File: config.mk
export PLATFORM = sky130hd
export DESIGN_NAME = vga_write_arbiter_flat
export DESIGN_NICKNAME = d
export VERILOG_FILES = /design/src/rtl/vga_pkg.sv /design/src/rtl/vga_write_arbiter_if.sv /design/src/rtl/vga_rr_pick.sv /design/src/rtl/vga_write_arbiter.sv /design/src/flat_wrapper.sv
export SDC_FILE = /design/constraint.sdc
export NUM_CORES = 1
export LEC_CHECK = 0
export BUFFER_PORTS_ARGS = -buffer_cell sky130_fd_sc_hd__buf_2
export CAP_MARGIN = 20
export CORE_MARGIN = 4
export CORE_UTILIZATION = 40
export DETAILED_ROUTE_END_ITERATION = 16
export PLACE_DENSITY = 0.66
export SLEW_MARGIN = 40
export SYNTH_ARGS = -nofsm -noshare
export SYNTH_HDL_FRONTEND = slang
export SYNTH_SLANG_ARGS = --single-unit
File: constraint.sdc
create_clock -name clk -period 4.8 [get_ports clk]
set_clock_uncertainty 0.2 [all_clocks]
set_input_delay 0.96 -clock clk [delete_from_list [all_inputs] [get_ports clk]]
set_output_delay 0.96 -clock clk [all_outputs]
set_load 0.01 [all_outputs]
File: src/rtl/vga_pkg.sv
// Shared constants for the VGA drawing path: screen geometry, pixel field widths
// and the fixed requester indices used by the write arbiter.
package vga_pkg;

    localparam int H_RES      = 320;
    localparam int V_RES      = 240;
    localparam int COLOR_W    = 3;
    localparam int X_W        = 9;
    localparam int Y_W        = 8;

    localparam int REQ_BG     = 0;
    localparam int REQ_CURSOR = 1;
    localparam int REQ_TEXT   = 2;

    typedef logic [1:0] req_idx_t;

    // Next requester index, wrapping n-1 back to 0.
    function automatic req_idx_t wrap_inc(input req_idx_t idx, input int n);
        if (int'(idx) >= n - 1) begin
            return '0;
        end
        return idx + 2'd1;
    endfunction

endpackage

File: src/rtl/vga_write_arbiter_if.sv
// Pixel-write bus between the drawing requesters and the arbiter, plus the
// arbiter's registered write port towards the VGA adapter.
interface vga_write_arbiter_if #(
    parameter int N_REQ   = 3,
    parameter int COLOR_W = 3
);

    logic [N_REQ-1:0]         iReq;
    logic [N_REQ-1:0]         iLock;
    logic [9*N_REQ-1:0]       iX;
    logic [8*N_REQ-1:0]       iY;
    logic [COLOR_W*N_REQ-1:0] iColor;
    logic                     iHold;
    logic [N_REQ-1:0]         oGnt;
    logic [8:0]               oX;
    logic [7:0]               oY;
    logic [COLOR_W-1:0]       oColor;
    logic                     oWriteEn;
    logic [1:0]               oOwner;
    logic                     oLocked;
    logic [15:0]              oDropCount;

    modport master (
        output iReq, iLock, iX, iY, iColor, iHold,
        input  oGnt, oX, oY, oColor, oWriteEn, oOwner, oLocked, oDropCount
    );

    modport slave (
        input  iReq, iLock, iX, iY, iColor, iHold,
        output oGnt, oX, oY, oColor, oWriteEn, oOwner, oLocked, oDropCount
    );

endinterface

File: src/rtl/vga_rr_pick.sv
// Rotating-priority encoder: first requesting index at or after ptr wins,
// wrapping from N_REQ-1 back to 0.
module vga_rr_pick
    import vga_pkg::*;
#(
    parameter int N_REQ = 3
) (
    input  logic [N_REQ-1:0] req,
    input  req_idx_t         ptr,
    output logic [N_REQ-1:0] gnt,
    output req_idx_t         idx,
    output logic             valid
);

    int j;

    // Scan from the farthest candidate down so the nearest one to ptr wins last.
    always_comb begin
        gnt   = '0;
        idx   = ptr;
        valid = 1'b0;
        j     = 0;
        for (int k = N_REQ - 1; k >= 0; k--) begin
            j = int'(ptr) + k;
            if (j >= N_REQ) begin
                j = j - N_REQ;
            end
            if (req[j]) begin
                idx   = req_idx_t'(j);
                valid = 1'b1;
            end
        end
        if (valid) begin
            gnt[idx] = 1'b1;
        end
    end

endmodule

File: src/rtl/vga_write_arbiter.sv
// Shares the VGA adapter's single pixel-write port among N_REQ drawing engines
// with round-robin arbitration, capped burst locking and off-screen clipping.
module vga_write_arbiter
    import vga_pkg::*;
#(
    parameter int N_REQ     = 3,
    parameter int H_RES     = vga_pkg::H_RES,
    parameter int V_RES     = vga_pkg::V_RES,
    parameter int MAX_BURST = 16,
    parameter int COLOR_W   = vga_pkg::COLOR_W
) (
    input  logic               clk,
    input  logic               iReset,
    vga_write_arbiter_if.slave bus
);

    localparam int BW = $clog2(MAX_BURST + 1);
    localparam logic [BW-1:0]  BURST_MAX = BW'(MAX_BURST);
    localparam logic [X_W-1:0] X_LIM     = X_W'(H_RES);
    localparam logic [Y_W-1:0] Y_LIM     = Y_W'(V_RES);

    req_idx_t           ptr_q, ptr_d;
    req_idx_t           owner_q, owner_d;
    logic               locked_q, locked_d;
    logic [BW-1:0]      burst_q, burst_d;
    logic [X_W-1:0]     x_q, x_d;
    logic [Y_W-1:0]     y_q, y_d;
    logic [COLOR_W-1:0] color_q, color_d;
    logic               we_q, we_d;
    logic [15:0]        drop_q, drop_d;

    req_idx_t           owner_next;
    req_idx_t           rr_ptr;
    logic [N_REQ-1:0]   rr_gnt;
    req_idx_t           rr_idx;
    logic               rr_valid;

    logic [N_REQ-1:0]   gnt;
    logic               granted;
    req_idx_t           win;
    logic [BW-1:0]      burst_inc;
    logic [X_W-1:0]     win_x;
    logic [Y_W-1:0]     win_y;
    logic [COLOR_W-1:0] win_color;
    logic               clipped;

    // A lock that is not continued this cycle hands priority to the next index,
    // so the others are arbitrated in the very cycle the owner drops out.
    assign owner_next = wrap_inc(owner_q, N_REQ);
    assign rr_ptr     = locked_q ? owner_next : ptr_q;
    assign burst_inc  = burst_q + 1'b1;

    vga_rr_pick #(
        .N_REQ (N_REQ)
    ) u_pick (
        .req   (bus.iReq),
        .ptr   (rr_ptr),
        .gnt   (rr_gnt),
        .idx   (rr_idx),
        .valid (rr_valid)
    );

    always_comb begin
        gnt      = '0;
        granted  = 1'b0;
        win      = owner_q;
        ptr_d    = ptr_q;
        owner_d  = owner_q;
        locked_d = locked_q;
        burst_d  = burst_q;
        if (!iReset && !bus.iHold) begin
            if (locked_q && bus.iReq[owner_q]) begin
                granted      = 1'b1;
                gnt[owner_q] = 1'b1;
                burst_d      = burst_inc;
                if (!bus.iLock[owner_q] || burst_inc == BURST_MAX) begin
                    locked_d = 1'b0;
                    burst_d  = '0;
                    ptr_d    = owner_next;
                end
            end else begin
                locked_d = 1'b0;
                burst_d  = '0;
                ptr_d    = rr_ptr;
                if (rr_valid) begin
                    granted = 1'b1;
                    gnt     = rr_gnt;
                    win     = rr_idx;
                    ptr_d   = wrap_inc(rr_idx, N_REQ);
                    if (bus.iLock[rr_idx] && MAX_BURST > 1) begin
                        locked_d = 1'b1;
                        owner_d  = rr_idx;
                        burst_d  = BW'(1);
                    end
                end
            end
        end
    end

    assign win_x     = bus.iX[X_W*int'(win) +: X_W];
    assign win_y     = bus.iY[Y_W*int'(win) +: Y_W];
    assign win_color = bus.iColor[COLOR_W*int'(win) +: COLOR_W];
    assign clipped   = (win_x >= X_LIM) || (win_y >= Y_LIM);

    // Clipped pixels are still acknowledged but never reach the adapter.
    always_comb begin
        we_d    = granted && !clipped;
        x_d     = we_d ? win_x : x_q;
        y_d     = we_d ? win_y : y_q;
        color_d = we_d ? win_color : color_q;
        drop_d  = drop_q;
        if (granted && clipped && drop_q != 16'hFFFF) begin
            drop_d = drop_q + 16'd1;
        end
    end

    always_ff @(posedge clk) begin
        if (iReset) begin
            ptr_q    <= req_idx_t'(REQ_BG);
            owner_q  <= '0;
            locked_q <= 1'b0;
            burst_q  <= '0;
            x_q      <= '0;
            y_q      <= '0;
            color_q  <= '0;
            we_q     <= 1'b0;
            drop_q   <= '0;
        end else begin
            ptr_q    <= ptr_d;
            owner_q  <= owner_d;
            locked_q <= locked_d;
            burst_q  <= burst_d;
            x_q      <= x_d;
            y_q      <= y_d;
            color_q  <= color_d;
            we_q     <= we_d;
            drop_q   <= drop_d;
        end
    end

    assign bus.oGnt       = gnt;
    assign bus.oX         = x_q;
    assign bus.oY         = y_q;
    assign bus.oColor     = color_q;
    assign bus.oWriteEn   = we_q;
    assign bus.oOwner     = owner_q;
    assign bus.oLocked    = locked_q;
    assign bus.oDropCount = drop_q;

endmodule

File: src/flat_wrapper.sv
// flat-port wrapper written by rule: the top's interface ports become plain ports
module vga_write_arbiter_flat import vga_pkg::*;
#(
    parameter int N_REQ     = 3,
    parameter int H_RES     = vga_pkg::H_RES,
    parameter int V_RES     = vga_pkg::V_RES,
    parameter int MAX_BURST = 16,
    parameter int COLOR_W   = vga_pkg::COLOR_W
)
  (clk, iReset, bus_iReq, bus_iLock, bus_iX, bus_iY, bus_iColor, bus_iHold, bus_oGnt, bus_oX, bus_oY, bus_oColor, bus_oWriteEn, bus_oOwner, bus_oLocked, bus_oDropCount);
  vga_write_arbiter_if #(.N_REQ(N_REQ), .COLOR_W(COLOR_W)) bus_i ();
  input  logic clk;
  input  logic iReset;
  input wire logic [$bits(bus_i.iReq)-1:0] bus_iReq;
  input wire logic [$bits(bus_i.iLock)-1:0] bus_iLock;
  input wire logic [$bits(bus_i.iX)-1:0] bus_iX;
  input wire logic [$bits(bus_i.iY)-1:0] bus_iY;
  input wire logic [$bits(bus_i.iColor)-1:0] bus_iColor;
  input wire logic [$bits(bus_i.iHold)-1:0] bus_iHold;
  output wire logic [$bits(bus_i.oGnt)-1:0] bus_oGnt;
  output wire logic [$bits(bus_i.oX)-1:0] bus_oX;
  output wire logic [$bits(bus_i.oY)-1:0] bus_oY;
  output wire logic [$bits(bus_i.oColor)-1:0] bus_oColor;
  output wire logic [$bits(bus_i.oWriteEn)-1:0] bus_oWriteEn;
  output wire logic [$bits(bus_i.oOwner)-1:0] bus_oOwner;
  output wire logic [$bits(bus_i.oLocked)-1:0] bus_oLocked;
  output wire logic [$bits(bus_i.oDropCount)-1:0] bus_oDropCount;
  assign bus_i.iReq = bus_iReq;
  assign bus_i.iLock = bus_iLock;
  assign bus_i.iX = bus_iX;
  assign bus_i.iY = bus_iY;
  assign bus_i.iColor = bus_iColor;
  assign bus_i.iHold = bus_iHold;
  assign bus_oGnt = bus_i.oGnt;
  assign bus_oX = bus_i.oX;
  assign bus_oY = bus_i.oY;
  assign bus_oColor = bus_i.oColor;
  assign bus_oWriteEn = bus_i.oWriteEn;
  assign bus_oOwner = bus_i.oOwner;
  assign bus_oLocked = bus_i.oLocked;
  assign bus_oDropCount = bus_i.oDropCount;
  vga_write_arbiter #(.N_REQ(N_REQ), .H_RES(H_RES), .V_RES(V_RES), .MAX_BURST(MAX_BURST), .COLOR_W(COLOR_W)) u_core (.clk(clk), .iReset(iReset), .bus(bus_i));
endmodule
==> flow_summary.toml <==
[timing]
rsz0062_at_grt = "false"
maxSlewHeadroom_pct = 50.8
finalHoldViolCount = 0
worst_pin_slew_ns = 0.732
finalCritPeriodShare_pct = 93.6
setup_viol = 0
finalCriticalPeriod_ns = 4.49
fmaxAchievable_mhz = 223
setup_slack_ns = 0.307
drv_slew = 0
final.setup.tns_ns = 0

[cts]
clkTransAtPathRegs_ns = 0.09
clock_latency_ns = 0.30
hold_buffers = 0
cts_buffer_depth = 2
cts_tree = "built"
cts_buffers = 5
cts_root_buf = "clkbuf_8"
clock-sinks = 47
cts_max_level = 2

[pwr]
vdd_drop_max_mv = 0.187
cellPowerDensity_nw_per_um2 = 454
power.leakage_nw = 1.96

[critical_path]
arrival_ns = 4.49
worst-path-max-fanout = 14
start_kind = "register"
cp-end-kind = "register"
critical_path_class = "register to register"
cp_data_required_time_ns = 4.79

[route]
dr_total_vias = 3287
dr.pass1.iters = 4
drcViolationCount = 0
wl_per_cell_um = 14.6
routed_wl_mm = 8.84
drtIter0Drc = 156
final_antenna_net_count = 0
vias_per_cell = 5.42

[place]
place_ws_ns = 0.190
routabilityCongestion = 0.916
place_area_um2 = 3830
io_buffer_count = 111
placedCellCount = 597
dpl.hpwl_mm = 6.96

[synthesis]
synthTopCellsByArea = "dfxtp_1 (29%), mux2i_1 (16%), nor2_1 (5.5%)"
postSynthAreaPerCell_um2 = 8.08
yosysSeqAreaShare_pct = 29.2
synth-seq-cells = 47
synth_edf_count = 0
syn_nets = 473
synth.largest_area_cell = "dfxtp_1"
synthFlopType = "dfxtp_1"
synth_warnings = 0
syn_area_um2 = 3220
synthDominantCellAreaShare_pct = 29.2
netlist_instances = 399
ys_types = 60
postSynth.asyncResetShare_pct = 0

[die]
rows = 32
dieHeight_um = 97.8
core-area_um2 = 7770
pin_count = 112
die-area_um2 = 9560
dieWidth_um = 97.8
initial_core_util_pct = 41.5

[grt]
grt-ovfl-total = 0
grt_pass1_vias = 3153
grt.total_usage_pct = 17.8
grt_max_degree = 49
antenna_found_initial = 0
grt_pass1_wl_mm = 14.5

[layout]
nets = 577
layoutNonFillerInstCount = 606
drive_gt1_share_pct = 29.4
final_core_util_pct = 50.8
area_growth_pct = 22.3
num_antenna_cells = 0
nFillCells = 781
design_area_um2 = 3940

[status]
status = "finished clean"

[min_path]
hold_path_class = "register to register"

[run]
cap_viol_max_count = 0
-- metal layers --
metal	share of wire, %	GRT usage [%]	wire, µm	up-vias
met5	0	0	0	-
met4	1.8	5.22	156	0
met3	8.9	5.71	790	13
met2	46	30.0	4100	128
met1	43	21.9	3790	1486
li1	-	-	-	1660
-- synthesized netlist by cell type (2+ instances only) --
| cell type | n |
|---|---|
| mux2i_1 | 52 |
| a21oi_2 | 2 |
| inv_1 | 9 |
| a31o_2 | 2 |
| a211oi_1 | 4 |
| o2111a_1 | 2 |
| a31oi_1 | 4 |
| o211ai_1 | 2 |
| a222oi_1 | 2 |
| nor2_1 | 47 |
| xnor2_1 | 4 |
| nand3b_1 | 8 |
| dfxtp_1 | 47 |
| and3_1 | 7 |
| nor3_1 | 3 |
| nor3b_1 | 2 |
| nand2b_1 | 11 |
| buf_6 | 5 |
| and2_1 | 3 |
| buf_2 | 6 |
| nor4_1 | 2 |
| nand3_1 | 17 |
| nand4_1 | 6 |
| o21ai_0 | 29 |
| or2_2 | 4 |
| clkbuf_1 | 12 |
| nand2_1 | 35 |
| or4_4 | 2 |
| nor2b_1 | 2 |
| ha_1 | 5 |
| a21o_1 | 12 |
| a21oi_1 | 22 |
| o21a_1 | 2 |
-- worst paths after layout --
check,start,end,slack (ns),cells after the start
min reg2reg,u_core.bus.oX[7],u_core.bus.oX[7],0.30,2
max reg2reg,u_core.bus.oOwner[0],u_core.bus.oDropCount[14],0.31,14
min,u_core.bus.oX[7],u_core.bus.oX[7],0.30,2
max,u_core.bus.oOwner[0],u_core.bus.oDropCount[14],0.31,14
-- worst max-delay path, stage by stage (launching register included) --
cell and delay, ns:
dfxtp_1 0.54, nor2_1 0.12, mux2i_1 0.18, ha_1 0.36, mux2_4 0.37, o2bb2ai_2 0.14, or4_4 0.60, and3_1 0.24
a21o_1 0.22, buf_4 0.19, and4_1 0.22, o22ai_2 0.33, a21oi_2 0.21, nand4_1 0.16, mux2_1 0.32
-- sequential cells by signal (all words and copies together), names as in the netlist --
| register | count |
|---|---|
| u_core.bus.oDropCount | 16 |
| u_core.bus.oX | 9 |
| u_core.bus.oY | 8 |
| u_core.burst_q | 5 |
| u_core.bus.oColor | 3 |
| u_core.bus.oOwner | 2 |
| u_core.ptr_q | 2 |
| u_core.bus.oLocked | 1 |
| u_core.bus.oWriteEn | 1 |
-- placed cells by master (no fill, tap or decap), types with 2 or more instances in the layout --
cell type / netlist / final
nand2b_1: 11 / 11
a211oi_1: 4 / 4
dfxtp_1: 47 / 46
a21oi_1: 22 / 22
ha_1: 5 / 5
and2_1: 3 / 3
nor4_1: 2 / 2
or4_4: 2 / 2
nand3b_1: 8 / 8
and3_1: 7 / 7
nand3_1: 17 / 17
o21ai_0: 29 / 28
mux2i_1: 52 / 52
a21oi_2: 2 / 2
o2111a_1: 2 / 2
a222oi_1: 2 / 2
a21o_1: 12 / 12
nor2b_1: 2 / 2
nand2_1: 35 / 35
o211ai_1: 2 / 2
a31o_2: 2 / 2
buf_2: 6 / 111
inv_1: 9 / 9
or2_2: 4 / 4
clkbuf_8: 0 / 6
o21a_1: 2 / 2
xnor2_1: 4 / 4
o21ai_1: 1 / 2
buf_4: 0 / 9
nor3b_1: 2 / 2
nor2_1: 47 / 47
nand4_1: 6 / 6
a31oi_1: 4 / 4
nor3_1: 3 / 3
-- cell type report --
class                      instances  area (µm²)  share of cell area [%]
sequential                        47         942                    23.9
clock buffer                       6        82.6                    2.09
tap                              102         128                    3.24
inverter                          10        37.5                   0.952
clock inverter                     2        16.3                   0.413
multi-input combinational        319        2110                    53.6
timing repair buffer             120         623                    15.8
-- power breakdown --
group / leakage, nW / internal, mW / switching, mW
registers: 0.381 / 0.442 / 0.0418
clock network: 0.0474 / 0.118 / 0.142
logic: 1.53 / 0.450 / 0.599
total: 1.96 / 1.01 / 0.783
-- through the flow --
stage,total power [mW],hold WS [ns]
after global routing,1.93,0.345
after floorplan,1.32,0.258
after CTS,1.79,0.304
after global placement,1.51,0.273
final,1.79,0.303
after detailed placement,1.53,0.281
-- kinds of logic after synthesis --
family	synth area share [%]
buffers and inverters	5.24
AO/OA/AOI/OAI	21.0
multiplexers	17.3
adder cells (fa/ha/maj)	1.94
flip-flops	29.2
AND/OR/NAND/NOR	24.2
XOR/XNOR	1.09
-- what timing repair did --
item	in CTS	in global routing
setup buffers	0	1
resized for setup	0	2
setup endpoints to repair	0	26
Note: power is estimated with default switching activity, not from simulation.
